==> src/rtl/mem_port_arbiter.sv <==
// Shares one memory port between instruction fetch and data access, DM first.
// Optional performance counters are enabled by defining ARB_PERF_CNT_EN.
module mem_port_arbiter #(
    parameter int ADDR_W  = 32,
    parameter int DATA_W  = 32,
    parameter int TIMEOUT = 64
) (
    input  logic              clk_i,
    input  logic              rst_i,
    input  logic              if_req_i,
    input  logic [ADDR_W-1:0] if_addr_i,
    input  logic              if_flush_i,
    output logic              if_ack_o,
    output logic [DATA_W-1:0] if_rdata_o,
    output logic              if_stall_o,
    input  logic              dm_req_i,
    input  logic              dm_we_i,
    input  logic [ADDR_W-1:0] dm_addr_i,
    input  logic [DATA_W-1:0] dm_wdata_i,
    input  logic [2:0]        dm_mode_i,
    output logic              dm_ack_o,
    output logic [DATA_W-1:0] dm_rdata_o,
    output logic              dm_stall_o,
    output logic              mem_req_o,
    output logic              mem_we_o,
    output logic [ADDR_W-1:0] mem_addr_o,
    output logic [DATA_W-1:0] mem_wdata_o,
    output logic [2:0]        mem_mode_o,
    input  logic              mem_ack_i,
    input  logic [DATA_W-1:0] mem_rdata_i,
    output logic              anomaly_o
`ifdef ARB_PERF_CNT_EN
    ,
    output logic [31:0]       perf_if_gnt_o,
    output logic [31:0]       perf_dm_gnt_o,
    output logic [31:0]       perf_conflict_o
`endif
);

    // state  | meaning
    // IDLE   | port free, arbitrating (DM before IF)
    // GNT_IF | fetch transfer on the port, waiting for mem_ack_i
    // GNT_DM | data transfer on the port, waiting for mem_ack_i
    // ERR    | bus timeout, port dead until reset
    typedef enum logic [1:0] {IDLE, GNT_IF, GNT_DM, ERR} state_t;

    localparam int TO_W = $clog2(TIMEOUT + 1);

    state_t          state_q, state_d;
    logic [TO_W-1:0] to_cnt;
    logic            discard_q;
    logic            if_pend, dm_pend, to_hit;
    logic            load_if, load_dm;

    // A requester whose ack pulse is showing still holds req this cycle; don't re-serve it.
    assign if_pend = if_req_i & ~if_ack_o;
    assign dm_pend = dm_req_i & ~dm_ack_o;
    assign to_hit  = (to_cnt == TO_W'(TIMEOUT - 1));

    assign if_stall_o = (state_q == ERR) | if_pend;
    assign dm_stall_o = (state_q == ERR) | dm_pend;

    always_comb begin
        state_d = state_q;
        load_if = 1'b0;
        load_dm = 1'b0;
        case (state_q)
            IDLE: begin
                if (dm_pend) begin
                    load_dm = 1'b1;
                    state_d = GNT_DM;
                end else if (if_pend) begin
                    load_if = 1'b1;
                    state_d = GNT_IF;
                end
            end
            GNT_IF: begin
                if (mem_ack_i) begin
                    if (dm_pend) begin
                        load_dm = 1'b1;
                        state_d = GNT_DM;
                    end else begin
                        state_d = IDLE;
                    end
                end else if (to_hit) begin
                    state_d = ERR;
                end
            end
            GNT_DM: begin
                if (mem_ack_i) begin
                    if (if_pend) begin
                        load_if = 1'b1;
                        state_d = GNT_IF;
                    end else begin
                        state_d = IDLE;
                    end
                end else if (to_hit) begin
                    state_d = ERR;
                end
            end
            default: state_d = ERR;
        endcase
    end

    always_ff @(posedge clk_i) begin
        if (rst_i) begin
            state_q     <= IDLE;
            to_cnt      <= '0;
            discard_q   <= 1'b0;
            if_ack_o    <= 1'b0;
            if_rdata_o  <= '0;
            dm_ack_o    <= 1'b0;
            dm_rdata_o  <= '0;
            mem_req_o   <= 1'b0;
            mem_we_o    <= 1'b0;
            mem_addr_o  <= '0;
            mem_wdata_o <= '0;
            mem_mode_o  <= 3'b000;
            anomaly_o   <= 1'b0;
        end else begin
            state_q  <= state_d;
            if_ack_o <= 1'b0;
            dm_ack_o <= 1'b0;

            if (load_dm) begin
                mem_req_o   <= 1'b1;
                mem_we_o    <= dm_we_i;
                mem_addr_o  <= dm_addr_i;
                mem_wdata_o <= dm_wdata_i;
                mem_mode_o  <= dm_mode_i;
                to_cnt      <= '0;
            end else if (load_if) begin
                mem_req_o   <= 1'b1;
                mem_we_o    <= 1'b0;
                mem_addr_o  <= if_addr_i;
                mem_wdata_o <= '0;
                mem_mode_o  <= 3'b010;
                to_cnt      <= '0;
            end else if (state_d == IDLE || state_d == ERR) begin
                mem_req_o <= 1'b0;
            end else if (!mem_ack_i) begin
                to_cnt <= to_cnt + 1'b1;
            end

            // A flush on the ack cycle itself still discards that fetch.
            if (state_q == GNT_IF) begin
                if (mem_ack_i) begin
                    discard_q <= 1'b0;
                    if (!(discard_q | if_flush_i)) begin
                        if_ack_o   <= 1'b1;
                        if_rdata_o <= mem_rdata_i;
                    end
                end else if (if_flush_i) begin
                    discard_q <= 1'b1;
                end
            end

            if (state_q == GNT_DM && mem_ack_i) begin
                dm_ack_o <= 1'b1;
                if (!mem_we_o) begin
                    dm_rdata_o <= mem_rdata_i;
                end
            end

            if (state_d == ERR) begin
                anomaly_o <= 1'b1;
            end
        end
    end

`ifdef ARB_PERF_CNT_EN
    always_ff @(posedge clk_i) begin
        if (rst_i) begin
            perf_if_gnt_o   <= '0;
            perf_dm_gnt_o   <= '0;
            perf_conflict_o <= '0;
        end else begin
            if (state_q == GNT_IF && mem_ack_i) perf_if_gnt_o <= perf_if_gnt_o + 1'b1;
            if (state_q == GNT_DM && mem_ack_i) perf_dm_gnt_o <= perf_dm_gnt_o + 1'b1;
            if (if_pend && dm_pend) perf_conflict_o <= perf_conflict_o + 1'b1;
        end
    end
`endif

endmodule

==> config.mk <==
export PLATFORM = sky130hd
export DESIGN_NAME = mem_port_arbiter
export DESIGN_NICKNAME = d
export VERILOG_FILES = /design/src/rtl/mem_port_arbiter.sv
export SDC_FILE = /design/constraint.sdc
export NUM_CORES = 1
export LEC_CHECK = 0
export BUFFER_PORTS_ARGS = -buffer_cell sky130_fd_sc_hd__buf_4
export CAP_MARGIN = 20
export CORE_MARGIN = 2
export CORE_UTILIZATION = 30
export CTS_BUF_LIST = sky130_fd_sc_hd__clkbuf_16
export CTS_CLUSTER_SIZE = 28
export DETAILED_ROUTE_END_ITERATION = 7
export SYNTH_ARGS = -nofsm -noshare
export SYNTH_HDL_FRONTEND = slang
export SYNTH_SLANG_ARGS = --single-unit
==> constraint.sdc <==
create_clock -name clk_i -period 3.8 [get_ports clk_i]
set_clock_uncertainty 0.2 [all_clocks]
set_input_delay 0 -clock clk_i [delete_from_list [all_inputs] [get_ports clk_i]]
set_output_delay 0 -clock clk_i [all_outputs]
set_load 0.005 [all_outputs]
==> summary.log, run 1 <==
qor: worst_setup_path.critical_path_arrival 3370 ps
qor: clock_tree.post_cts_resize_count 0
qor: worst_setup_path.critical_path.startpoint state_q[0]
qor: sta.timing_worst_slew_pin_value 981 ps
qor: worst_setup_path.crit_path_end_kind flop
qor: detailed_routing.detail_route.first_pass.iterations 4
qor: pwr.sequentialPowerShare 41.0%
qor: logic_synthesis.synth-async-reset-ratio 0%
qor: worst_setup_path.regToRegStartpoint state_q[0]
qor: clock_tree.cts_tree built
qor: worst_setup_path.crit_path_top_delay_cell o21a_1
qor: sta.max-slew-margin-rel 34.6%
qor: clock_tree.cts_num_sinks 146
qor: die.effective_utilization_at_floorplan 30.8%
qor: logic_synthesis.synth.cells.most_frequent 146 x dfxtp_1, 138 x nand2_1, 47 x nor2_1, 37 x nor3_1, 35 x a22o_1
qor: logic_synthesis.yosysWarningCount 0
qor: global_route.antenna_found_initial 0
qor: sta.setup_tns 0 ps
qor: sta.final-hold-violation-count 0
qor: worst_setup_path.cpLargestDelayFamily compound AO/OA/AOI/OAI gates
qor: die.ios 276
qor: global_route.grt_first_pass_wirelength 31100 um
qor: sta.fmax 309 MHz
qor: die.num_rows 49
qor: logic_synthesis.biggest_area_contributors_in_the_synthesized_netlist dfxtp_1 52%, nand2_1 9.3%, mux2i_1 5.9%
qor: logic_synthesis.yosysTopAreaCell dfxtp_1
qor: final_layout.final_net_count 1137
qor: detailed_routing.drt-total-wl 19600 um
qor: logic_synthesis.synth_ff_type dfxtp_1
qor: worst_setup_path.critical_path_class flop to flop
qor: pwr.gate_power_share 20.2%
qor: die.die_h 140 um
qor: pwr.pwr-share-clk 38.8%
qor: pwr.total_switching_power 0.00109 W
qor: detailed_routing.final_antenna_violating_net_count 0
qor: pwr.intPower 0.00307 W
qor: worst_hold_path.min_from dm_wdata_i[17]
qor: pwr.worst_vdd_drop 0.302 mV
qor: final_layout.final_core_util 54.1%
qor: die.placeableCoreArea 0.0181 mm2
qor: die.area_of_the_die 0.0197 mm2
qor: logic_synthesis.post_synthesis_cell_area 0.00558 mm2
qor: worst_setup_path.crit_buf_inv 2
qor: placed_design.routabilityCongestion 0.763
qor: detailed_routing.post_drt_via_cell_ratio 4.78
qor: placed_design.dp.final_hpwl 12300 um
qor: placed_design.portBuffers 275
qor: global_route.grt_pass1_vias 5935
qor: sta.min_clock_period_post_route 3230 ps
qor: global_route.grt.overflow.total 0
qor: run.maxCapViolCount 0
qor: placed_design.placement.cell_area 0.00773 mm2
qor: die.floorplan.die.width 140 um
qor: final_layout.drive_above_1_share 32.6%
qor: worst_setup_path.crit_path_max_incr_delay 810 ps
qor: logic_synthesis.yosys.area.top_type_share 52.4%
qor: final_layout.stdcell_area 0.00978 mm2
qor: clock_tree.insertion_delay 410 ps
qor: detailed_routing.residual_drc 0
qor: pwr.cellPowerDensity 426 mW/mm2
qor: sta.rsz0062_at_grt no
qor: worst_setup_path.ff2ff_setup_slack 570 ps
qor: logic_synthesis.synth_seq_area_share 52.4%
qor: detailed_routing.first_iter_violations 207
qor: worst_setup_path.critical_path_peak_fanout 24
qor: logic_synthesis.synth_cell_types 44
qor: worst_hold_path.hold_path_cells 3
qor: run_status.outcome finished clean
qor: pwr.cellLeakagePower 4.53 nW
qor: worst_setup_path.worstSetupStartpointType flop
qor: clock_tree.clk_path_buf_depth 2
qor: detailed_routing.vias 5918
qor: clock_tree.cts-root-buf clkbuf_16
qor: logic_synthesis.syn-mean-instance-area 9.39 um2
qor: clock_tree.path_clk_slew 60 ps
qor: logic_synthesis.synthMostInstantiatedCell dfxtp_1
qor: worst_setup_path.worstRegToRegCells 6
qor: sta.pins_over_their_slew_limit 0
qor: pwr.power_switching_share 26.2%
qor: global_route.overall_routing_resource_usage 19.7%
qor: logic_synthesis.number_of_register_bits_inferred_by_synthesis 146
qor: clock_tree.htree_levels 4
qor: worst_setup_path.data_required_time_of_the_critical_path 3940 ps
qor: logic_synthesis.synth_cells 594
qor: worst_hold_path.worst_hold_path_type input pin to flop
qor: final_layout.flow.area_growth_from_synthesis 75.2%
qor: worst_setup_path.worst_r2r_endpoint mem_addr_o[22]
qor: logic_synthesis.synth.net_count 734
qor: worst_hold_path.holdPathEnd mem_wdata_o[17]
qor: sta.period_utilization_post_route 85.0%
qor: logic_synthesis.synth_enable_flop_cells 0
qor: sta.setup_viol 0
qor: global_route.maximum_number_of_pins_on_one_net_before_global_route_repair 75
qor: worst_setup_path.critical_path.cell_chain nor3b_1 -> o21a_1 -> buf_4 -> nor3_1 -> a311oi_1 -> dlygate4sd3_1
qor: final_layout.diode_count 0
qor: detailed_routing.wl_per_cell 15.8 um
qor: clock_tree.cts_made_buffers 17
## power by group through the flow
stage / Clock [W] / Combinational, W / Sequential (W)
2_1_floorplan: 0 / 0.000337 / 0.00173
3_3_place_gp: 0 / 0.000671 / 0.00174
3_5_place_dp: 0 / 0.000671 / 0.00174
4_1_cts: 0.00167 / 0.000836 / 0.00171
5_1_grt: 0.00173 / 0.000912 / 0.00172
6_report: 0.00161 / 0.000842 / 0.00171
## layout make-up
cell class | count | area (um2)
repair buffers | 433 | 3620
flip-flops and latches | 146 | 2920
clock buffers | 17 | 425
clock inverters | 15 | 143
multi-input cells | 397 | 2370
fillers | 1619 | 8310
inverters | 2 | 7.51
well taps | 229 | 287
## worst reg2reg max path, delay by kind of cell, from the launching register on
kind                   cells  cell delay, ps
flip-flops                 1             480
AND/OR/NAND/NOR            2             400
buffers and inverters      2             970
AO/OA/AOI/OAI              2            1130
## per-stage QoR
stage | total power (W) | hold slack [ps] | setup WS, ps | cells
after global routing | 0.00436 | 144 | 370 | 1239
after floorplan | 0.00207 | -78.7 | 1560 | 594
after detailed placement | 0.00241 | 20.4 | 1190 | 1059
final | 0.00416 | 148 | 569 | 1239
after CTS | 0.00421 | 124 | 683 | 1239
after global placement | 0.00241 | 15.1 | 1210 | 1059
## sequential cells by signal (all words and copies together), names as in the netlist
| name | count |
|---|---|
| anomaly_o | 1 |
| discard_q | 1 |
| dm_ack_o | 1 |
| to_cnt | 7 |
| mem_mode_o | 3 |
| if_ack_o | 1 |
| state_q | 2 |
| dm_rdata_o | 32 |
| mem_wdata_o | 32 |
| mem_req_o | 1 |
| mem_we_o | 1 |
| if_rdata_o | 32 |
| mem_addr_o | 32 |
## timing repair
action,4_1_cts,5_1_grt
endpoints found under the hold margin,145,0
hold buffers,148,0
buffers inserted,0,0
## cell usage in the layout, fill, tap and decap left out, types with 3 or more instances in the layout
master,n
clkinvlp_4,3
dfxtp_1,146
nand2b_1,3
a21oi_1,33
a311oi_2,6
clkinv_4,3
clkbuf_16,17
clkinv_1,3
nor3_1,37
buf_4,285
a22o_1,35
nand2_1,138
xnor2_1,4
nor2b_1,3
inv_1,3
a311oi_1,26
dlygate4sd3_1,148
mux2i_1,33
nor2_1,47
## worst max path at each step
stage | endpoint | slack [ps] | cells past startpoint
detailed placement | to_cnt[4] | 1190 | 9
global placement | to_cnt[4] | 1210 | 9
floorplan | to_cnt[4] | 1560 | 9
CTS | mem_addr_o[17] | 680 | 6
finish | mem_addr_o[22] | 570 | 6
global route | mem_addr_o[22] | 370 | 6
## metal layers
layer	vias to the layer above	global-route usage, %	wire length, um
met5	-	0	0
met4	0	7.07	477
met3	30	6.84	1750
met2	247	33.6	9300
met1	2771	22.9	8050
li1	2870	-	-
## cell families after synthesis
family,Yosys count,synth area share (%)
xor gates and xnor gates,6,0.942
buffers and inverters,51,5.32
adders and majority gates,2,0.448
muxes,33,5.92
and+or+nand+nor,246,19.3
AOI/OAI and AO/OA,110,15.7
DFF,146,52.4
No activity file was read; power rests on OpenSTA's default activity.
==> inputs of run 2 (changes only) <==
--- a/config.mk
+++ b/config.mk
@@ -8,10 +8,11 @@
 export BUFFER_PORTS_ARGS = -buffer_cell sky130_fd_sc_hd__buf_4
 export CAP_MARGIN = 20
 export CORE_MARGIN = 2
-export CORE_UTILIZATION = 30
+export CORE_UTILIZATION = 45
 export CTS_BUF_LIST = sky130_fd_sc_hd__clkbuf_16
 export CTS_CLUSTER_SIZE = 28
 export DETAILED_ROUTE_END_ITERATION = 7
+export PLACE_DENSITY = 0.79
 export SYNTH_ARGS = -nofsm -noshare
 export SYNTH_HDL_FRONTEND = slang
 export SYNTH_SLANG_ARGS = --single-unit
==> constraint.sdc (replaced) <==
create_clock -name clk_i -period 3.8 [get_ports clk_i]
set_clock_uncertainty 0.2 [all_clocks]
set_input_delay 0 -clock clk_i [delete_from_list [all_inputs] [get_ports clk_i]]
set_output_delay 0 -clock clk_i [all_outputs]
set_load 0.02 [all_outputs]
==> run 2 against run 1 <==
Effect of this change:
- combinational power rose by 22%
- utilization rose by 27 points
- hold slack better by 5.1 ps
==> summary.log, run 2 (synthesized netlist as in run 1, its figures left out) <==
qor: sta.pins_over_their_slew_limit 0 [unchanged]
qor: global_route.grt_most_used_layer met2
qor: worst_hold_path.worst_hold_path_type input pin to flop
qor: sta.setup_tns 0 ps [unchanged]
qor: final_layout.layout_commonest_cell buf_4
qor: placed_design.dp.final_hpwl 11900 um [-2.6%]
qor: sta.rsz0062_at_grt no
qor: clock_tree.clk_path_buf_depth 2 [unchanged]
qor: die.area_of_the_die 0.0133 mm2 [-32%]
qor: final_layout.final_net_count 1134 [-0.26%]
qor: detailed_routing.post_drt_via_cell_ratio 5.45 [+14%]
qor: global_route.grt.overflow.total 0 [unchanged]
qor: detailed_routing.detail_route.first_pass.iterations 6 [+2]
qor: clock_tree.htree_levels 4 [unchanged]
qor: global_route.use_met1 35.5% [+13 points]
qor: final_layout.drive_above_1_share 32.5% [-0.10 points]
qor: worst_setup_path.crit_path_max_incr_delay 840 ps [+30 ps]
qor: worst_setup_path.worstSetupStartpointType flop
qor: detailed_routing.residual_drc 0 [unchanged]
qor: placed_design.cells_after_dpl 997 [-5.9%]
qor: worst_setup_path.worstRegToRegCells 6 [unchanged]
qor: die.num_rows 40 [-18%]
qor: die.placeableCoreArea 0.0121 mm2 [-33%]
qor: global_route.globalRouteMet3Util 9.80% [+3.0 points]
qor: clock_tree.cts_num_sinks 146 [unchanged]
qor: die.die_h 115 um [-18%]
qor: detailed_routing.vias 6405 [+8.2%]
qor: die.ios 276 [unchanged]
qor: global_route.overall_routing_resource_usage 32.7% [+13 points]
qor: final_layout.diode_count 0 [unchanged]
qor: global_route.antenna_found_initial 0 [unchanged]
qor: final_layout.flow.area_growth_from_synthesis 75.6%
qor: worst_hold_path.holdPathEnd mem_wdata_o[12]
qor: pwr.worst_vdd_drop 0.335 mV [+11%]
qor: worst_setup_path.ff2ff_setup_slack 550 ps [-20 ps]
qor: detailed_routing.first_iter_violations 823 [+300%]
qor: sta.min_clock_period_post_route 3250 ps [+21.9 ps]
qor: detailed_routing.wl_per_cell 19.1 um [+21%]
qor: sta.setup_viol 0 [unchanged]
qor: worst_setup_path.regToRegStartpoint dm_ack_o
qor: pwr.cellPowerDensity 463 mW/mm2 [+8.6%]
qor: detailed_routing.drt-total-wl 22500 um [+15%]
qor: pwr.cellLeakagePower 4.57 nW [+1.0%]
qor: global_route.grt_first_pass_wirelength 33700 um [+8.5%]
qor: global_route.maximum_number_of_pins_on_one_net_before_global_route_repair 62 [-17%]
qor: sta.fin_worst_setup_slack 547 ps [-21.9 ps]
qor: worst_setup_path.critical_path.cell_chain nand2b_4 -> a211oi_4 -> buf_4 -> nor3_1 -> a311oi_1 -> dlygate4sd3_1
qor: final_layout.n_fill_cell 629 [-61%]
qor: clock_tree.path_clk_slew 60 ps [about the same]
qor: worst_setup_path.cpLargestDelayFamily compound AO/OA/AOI/OAI gates
qor: final_layout.final_cells 1175 [-5.2%]
qor: die.effective_utilization_at_floorplan 46.3% [+15 points]
qor: sta.period_utilization_post_route 85.6% [+0.58 points]
qor: worst_setup_path.worst_r2r_endpoint mem_addr_o[25]
qor: worst_setup_path.crit_path_end_kind flop
qor: worst_hold_path.min_from dm_wdata_i[12]
qor: final_layout.layout.cells.most_common_list 281 x buf_4, 146 x dfxtp_1, 145 x dlygate4sd3_1
qor: worst_setup_path.critical_path_class flop to flop
qor: final_layout.multi_input_gate_area 0.00237 mm2 [unchanged]
qor: sta.timing_worst_slew_pin_value 988 ps [+6.92 ps]
qor: detailed_routing.final_antenna_violating_net_count 0 [unchanged]
qor: placed_design.portBuffers 275 [unchanged]
qor: global_route.use_met2 56.1% [+22 points]
qor: sta.fmax 307 MHz [-0.67%]
qor: run_status.outcome finished clean
qor: sta.whs 153 ps [+5.08 ps]
qor: die.floorplan.die.width 115 um [-18%]
qor: sta.max-slew-margin-rel 33.9% [-0.67 points]
qor: clock_tree.cts_made_buffers 17 [unchanged]
qor: clock_tree.cts_tree built
qor: worst_setup_path.data_required_time_of_the_critical_path 3950 ps [about the same]
qor: clock_tree.cts-root-buf clkbuf_16
qor: worst_setup_path.crit_path_top_delay_cell a211oi_4
qor: run.maxCapViolCount 0 [unchanged]
qor: worst_setup_path.critical_path_arrival 3410 ps [+40 ps]
qor: final_layout.final_core_util 81.2% [+27 points]
qor: sta.final-hold-violation-count 0 [unchanged]
qor: worst_setup_path.crit_buf_inv 2 [unchanged]
qor: clock_tree.insertion_delay 420 ps [about the same]
qor: global_route.grt_pass1_vias 6561 [+11%]
qor: final_layout.seq_area 0.00292 mm2 [unchanged]
qor: placed_design.detailedPlace.worstSlack 1120 ps [-66.6 ps]
qor: placed_design.routabilityCongestion 0.821 [+7.6%]
qor: worst_setup_path.critical_path_peak_fanout 20 [-17%]
qor: worst_hold_path.hold_path_cells 3 [unchanged]
## run 2: final cells by class
class / count / share of cell area, %
Timing Repair Buffer: 430 / 37.4
Sequential cell: 146 / 29.8
Multi-Input combinational cell: 397 / 24.2
Clock buffer: 17 / 4.34
Tap cell: 168 / 2.15
Clock inverter: 15 / 2.02
Inverter: 2 / 0.0766
## run 2: worst max-delay path by stage
stage | start | end | slack (ps) | depth (start not counted)
6_report | dm_ack_o | mem_addr_o[25] | 550 | 6
5_1_grt | dm_ack_o | mem_addr_o[25] | 510 | 6
4_1_cts | state_q[1] | mem_addr_o[1] | 740 | 5
3_5_place_dp | state_q[0] | to_cnt[4] | 1120 | 9
3_3_place_gp | state_q[0] | mem_addr_o[12] | 1270 | 4
2_1_floorplan | to_cnt[0] | to_cnt[4] | 1560 | 9
## run 2: what timing repair did
action | in CTS | in global routing
hold buffers | 145 | 0
endpoints found under the hold margin | 144 | 0
setup endpoints to repair | 0 | 0
resized for setup | 0 | 0
setup buffers | 0 | 0
## run 2: report_power, final
group / total (W) / internal [W] / switching (W)
clock: 0.00179 / 0.00115 / 0.000639
combinational: 0.00103 / 0.000499 / 0.000528
sequential: 0.00172 / 0.00164 / 0.0000813
total: 0.00453 / 0.00328 / 0.00125
## run 2: stage by stage
| stage | instance area (um2) | total power [W] |
|---|---|---|
| 4_1_cts | 9770 | 0.00446 |
| 3_3_place_gp | 7620 | 0.00250 |
| 2_1_floorplan | 5580 | 0.00218 |
| 6_report | 9800 | 0.00453 |
| 3_5_place_dp | 7700 | 0.00253 |
| 5_1_grt | 9800 | 0.00467 |
## run 2: layer usage
layer	part of all wire, %	routed length (um)	up-vias
met1	36	8110	3025
li1	-	-	2858
met2	49	11000	425
met4	5.0	1120	0
met5	0	0	-
met3	10	2260	97
## run 2: worst reg2reg max path: cells and delay by family (launching register included)
| kind | cells | cell delay (ps) |
|---|---|---|
| compound gates | 2 | 1300 |
| buf+inv | 2 | 1050 |
| flops | 1 | 350 |
| simple gates | 2 | 300 |
==> inputs of run 3 (changes only) <==
--- a/config.mk
+++ b/config.mk
@@ -13,6 +13,7 @@
 export CTS_CLUSTER_SIZE = 28
 export DETAILED_ROUTE_END_ITERATION = 7
 export PLACE_DENSITY = 0.79
+export RECOVER_POWER = 50
 export SYNTH_ARGS = -nofsm -noshare
 export SYNTH_HDL_FRONTEND = slang
 export SYNTH_SLANG_ARGS = --single-unit
==> run 3 against run 2 <==
Effect of this change:
- sequential share of layout area up 1.7 points
- hold slack better by 3.7 ps
- setup slack got worse by 6.8 ps
- die area stayed put
- critical path depth did not move
- combinational power down 8%
- critical path type unchanged
- critical endpoint unchanged
- highest routed layer unchanged
==> summary.log, run 3 (synthesized netlist as in run 1, its figures left out) <==
qor: run_status.outcome finished clean
qor: global_route.grt_first_pass_wirelength 33700 um [unchanged]
qor: pwr.cellPowerDensity 479 mW/mm2 [+3.6%]
qor: sta.timing_worst_slew_pin_value 987 ps [-1.09 ps]
qor: placed_design.portBuffers 275 [unchanged]
qor: worst_setup_path.cpLargestDelayFamily compound AO/OA/AOI/OAI gates
qor: die.area_of_the_die 0.0133 mm2 [unchanged]
qor: final_layout.final_cells 1175 [unchanged]
qor: sta.pins_over_their_slew_limit 0 [unchanged]
qor: detailed_routing.first_iter_violations 791 [-3.9%]
qor: clock_tree.cts_made_buffers 17 [unchanged]
qor: pwr.worst_vdd_drop 0.334 mV [-0.50%]
qor: clock_tree.cts_tree built
qor: worst_setup_path.worstSetupStartpointType flop
qor: worst_setup_path.critical_path_class flop to flop
qor: sta.setup_tns 0 ps [unchanged]
qor: run.maxCapViolCount 0 [unchanged]
qor: pwr.cellLeakagePower 4.00 nW [-12%]
qor: die.num_rows 40 [unchanged]
qor: die.effective_utilization_at_floorplan 46.3% [unchanged]
qor: detailed_routing.wl_per_cell 19.1 um [about the same]
qor: placed_design.dp.final_hpwl 11900 um [unchanged]
qor: clock_tree.path_clk_slew 60 ps [about the same]
qor: die.die_h 115 um [unchanged]
qor: global_route.maximum_number_of_pins_on_one_net_before_global_route_repair 62 [unchanged]
qor: final_layout.drive_above_1_share 18.8% [-14 points]
qor: final_layout.flow.area_growth_from_synthesis 66.3%
qor: clock_tree.cts_num_sinks 146 [unchanged]
qor: detailed_routing.final_antenna_violating_net_count 0 [unchanged]
qor: worst_setup_path.crit_path_end_kind flop
qor: placed_design.routabilityCongestion 0.821 [unchanged]
qor: sta.period_utilization_post_route 85.8% [+0.18 points]
qor: detailed_routing.drt-total-wl 22500 um [about the same]
qor: worst_setup_path.ff2ff_setup_slack 540 ps [about the same]
qor: global_route.grt_pass1_vias 6561 [unchanged]
qor: worst_setup_path.data_required_time_of_the_critical_path 3950 ps [about the same]
qor: worst_hold_path.min_from dm_wdata_i[19]
qor: detailed_routing.vias 6409 [+0.062%]
qor: worst_hold_path.holdPathEnd mem_wdata_o[19]
qor: placed_design.detailedPlace.worstSlack 1120 ps [unchanged]
qor: sta.setup_viol 0 [unchanged]
qor: sta.fmax 307 MHz [-0.21%]
qor: sta.min_clock_period_post_route 3260 ps [+6.83 ps]
qor: global_route.overall_routing_resource_usage 32.7% [unchanged]
qor: clock_tree.insertion_delay 410 ps [about the same]
qor: final_layout.layout_commonest_cell dfxtp_1
qor: worst_hold_path.worst_hold_path_type input pin to flop
qor: worst_setup_path.critical_path_peak_fanout 20 [unchanged]
qor: clock_tree.cts-root-buf clkbuf_16
qor: worst_setup_path.regToRegStartpoint dm_ack_o
qor: die.placeableCoreArea 0.0121 mm2 [unchanged]
qor: global_route.grt.overflow.total 0 [unchanged]
qor: worst_hold_path.hold_path_cells 3 [unchanged]
qor: final_layout.final_net_count 1134 [unchanged]
qor: worst_setup_path.crit_buf_inv 2 [unchanged]
qor: final_layout.final_core_util 76.9% [-4.3 points]
qor: clock_tree.number_of_buffers_inserted_to_repair_setup_after_cts 0 [unchanged]
qor: clock_tree.htree_levels 4 [unchanged]
qor: detailed_routing.detail_route.first_pass.iterations 6 [unchanged]
qor: sta.rsz0062_at_grt no
qor: sta.final-hold-violation-count 0 [unchanged]
qor: sta.fin_worst_setup_slack 540 ps [-6.82 ps]
qor: sta.whs 157 ps [+3.70 ps]
qor: worst_setup_path.worst_r2r_endpoint mem_addr_o[25]
qor: worst_setup_path.worstRegToRegCells 6 [unchanged]
qor: worst_setup_path.critical_path.cell_chain nand2b_4 -> a211oi_4 -> buf_4 -> nor3_1 -> a311oi_1 -> dlygate4sd3_1
qor: clock_tree.clk_path_buf_depth 2 [unchanged]
qor: die.ios 276 [unchanged]
qor: final_layout.n_fill_cell 822 [+31%]
qor: die.floorplan.die.width 115 um [unchanged]
qor: detailed_routing.post_drt_via_cell_ratio 5.45 [about the same]
qor: worst_setup_path.crit_path_max_incr_delay 840 ps [about the same]
qor: worst_setup_path.crit_path_top_delay_cell a211oi_4
qor: final_layout.layout.cells.most_common_list 146 x dfxtp_1, 145 x dlygate4sd3_1, 143 x buf_4
qor: placed_design.cells_after_dpl 997 [unchanged]
qor: global_route.antenna_found_initial 0 [unchanged]
qor: sta.max-slew-margin-rel 34.0% [+0.073 points]
qor: detailed_routing.residual_drc 0 [unchanged]
qor: worst_setup_path.critical_path_arrival 3410 ps [about the same]
qor: final_layout.diode_count 0 [unchanged]
## run 3: timing repair
item / in CTS / in global routing
hold endpoints to repair: 144 / 0
gates resized for setup: 0 / 0
endpoints found under the setup margin: 0 / 0
hold buffers: 145 / 0
## run 3: worst reg2reg max path: cells and delay by family, from the launching register on
| family | cells | cell delay [ps] |
|---|---|---|
| AO/OA/AOI/OAI | 2 | 1310 |
| buffers and inverters | 2 | 1050 |
| flip-flops | 1 | 350 |
| AND/OR/NAND/NOR | 2 | 290 |
## run 3: routing by layer
layer / global-route usage [%] / wire [um] / vias to the layer above
met3: 9.80 / 2120 / 102
li1: - / - / 2859
met1: 35.5 / 8170 / 3018
met4: 19.4 / 1140 / 0
met5: 0 / 0 / -
met2: 56.1 / 11000 / 430
## run 3: power breakdown
| group | internal, W | leakage (nW) | switching (W) |
|---|---|---|---|
| Sequential | 0.00164 | 1.19 | 0.0000788 |
| Clock | 0.00115 | 0.305 | 0.000638 |
| Combinational | 0.000416 | 2.50 | 0.000528 |
| Total | 0.00320 | 4.00 | 0.00125 |
## run 3: how the worst max path moves through the flow
stage                           from        endpoint  slack (ps)  cells after the start
after CTS                 state_q[1]   mem_addr_o[1]         740                      5
final                       dm_ack_o  mem_addr_o[25]         540                      6
after detailed placement  state_q[0]       to_cnt[4]        1120                      9
after floorplan            to_cnt[0]       to_cnt[4]        1560                      9
after global placement    state_q[0]  mem_addr_o[12]        1270                      4
after global routing        dm_ack_o  mem_addr_o[25]         520                      6
## run 3: per-stage QoR
stage | instance area [um2] | power, W
after floorplan | 5580 | 0.00218
after global placement | 7620 | 0.00250
after CTS | 9770 | 0.00446
after global routing | 9280 | 0.00459
after detailed placement | 7700 | 0.00253
final | 9280 | 0.00445
## run 3: final cells by class
class	instances	area, um2	share of cell area [%]
Clock buffer	17	425	4.58
Clock inverter	15	198	2.13
Inverter	2	7.51	0.0809
Multi-Input combinational cell	397	2370	25.5
Sequential cell	146	2920	31.5
Tap cell	168	210	2.27
Timing Repair Buffer	430	3150	33.9
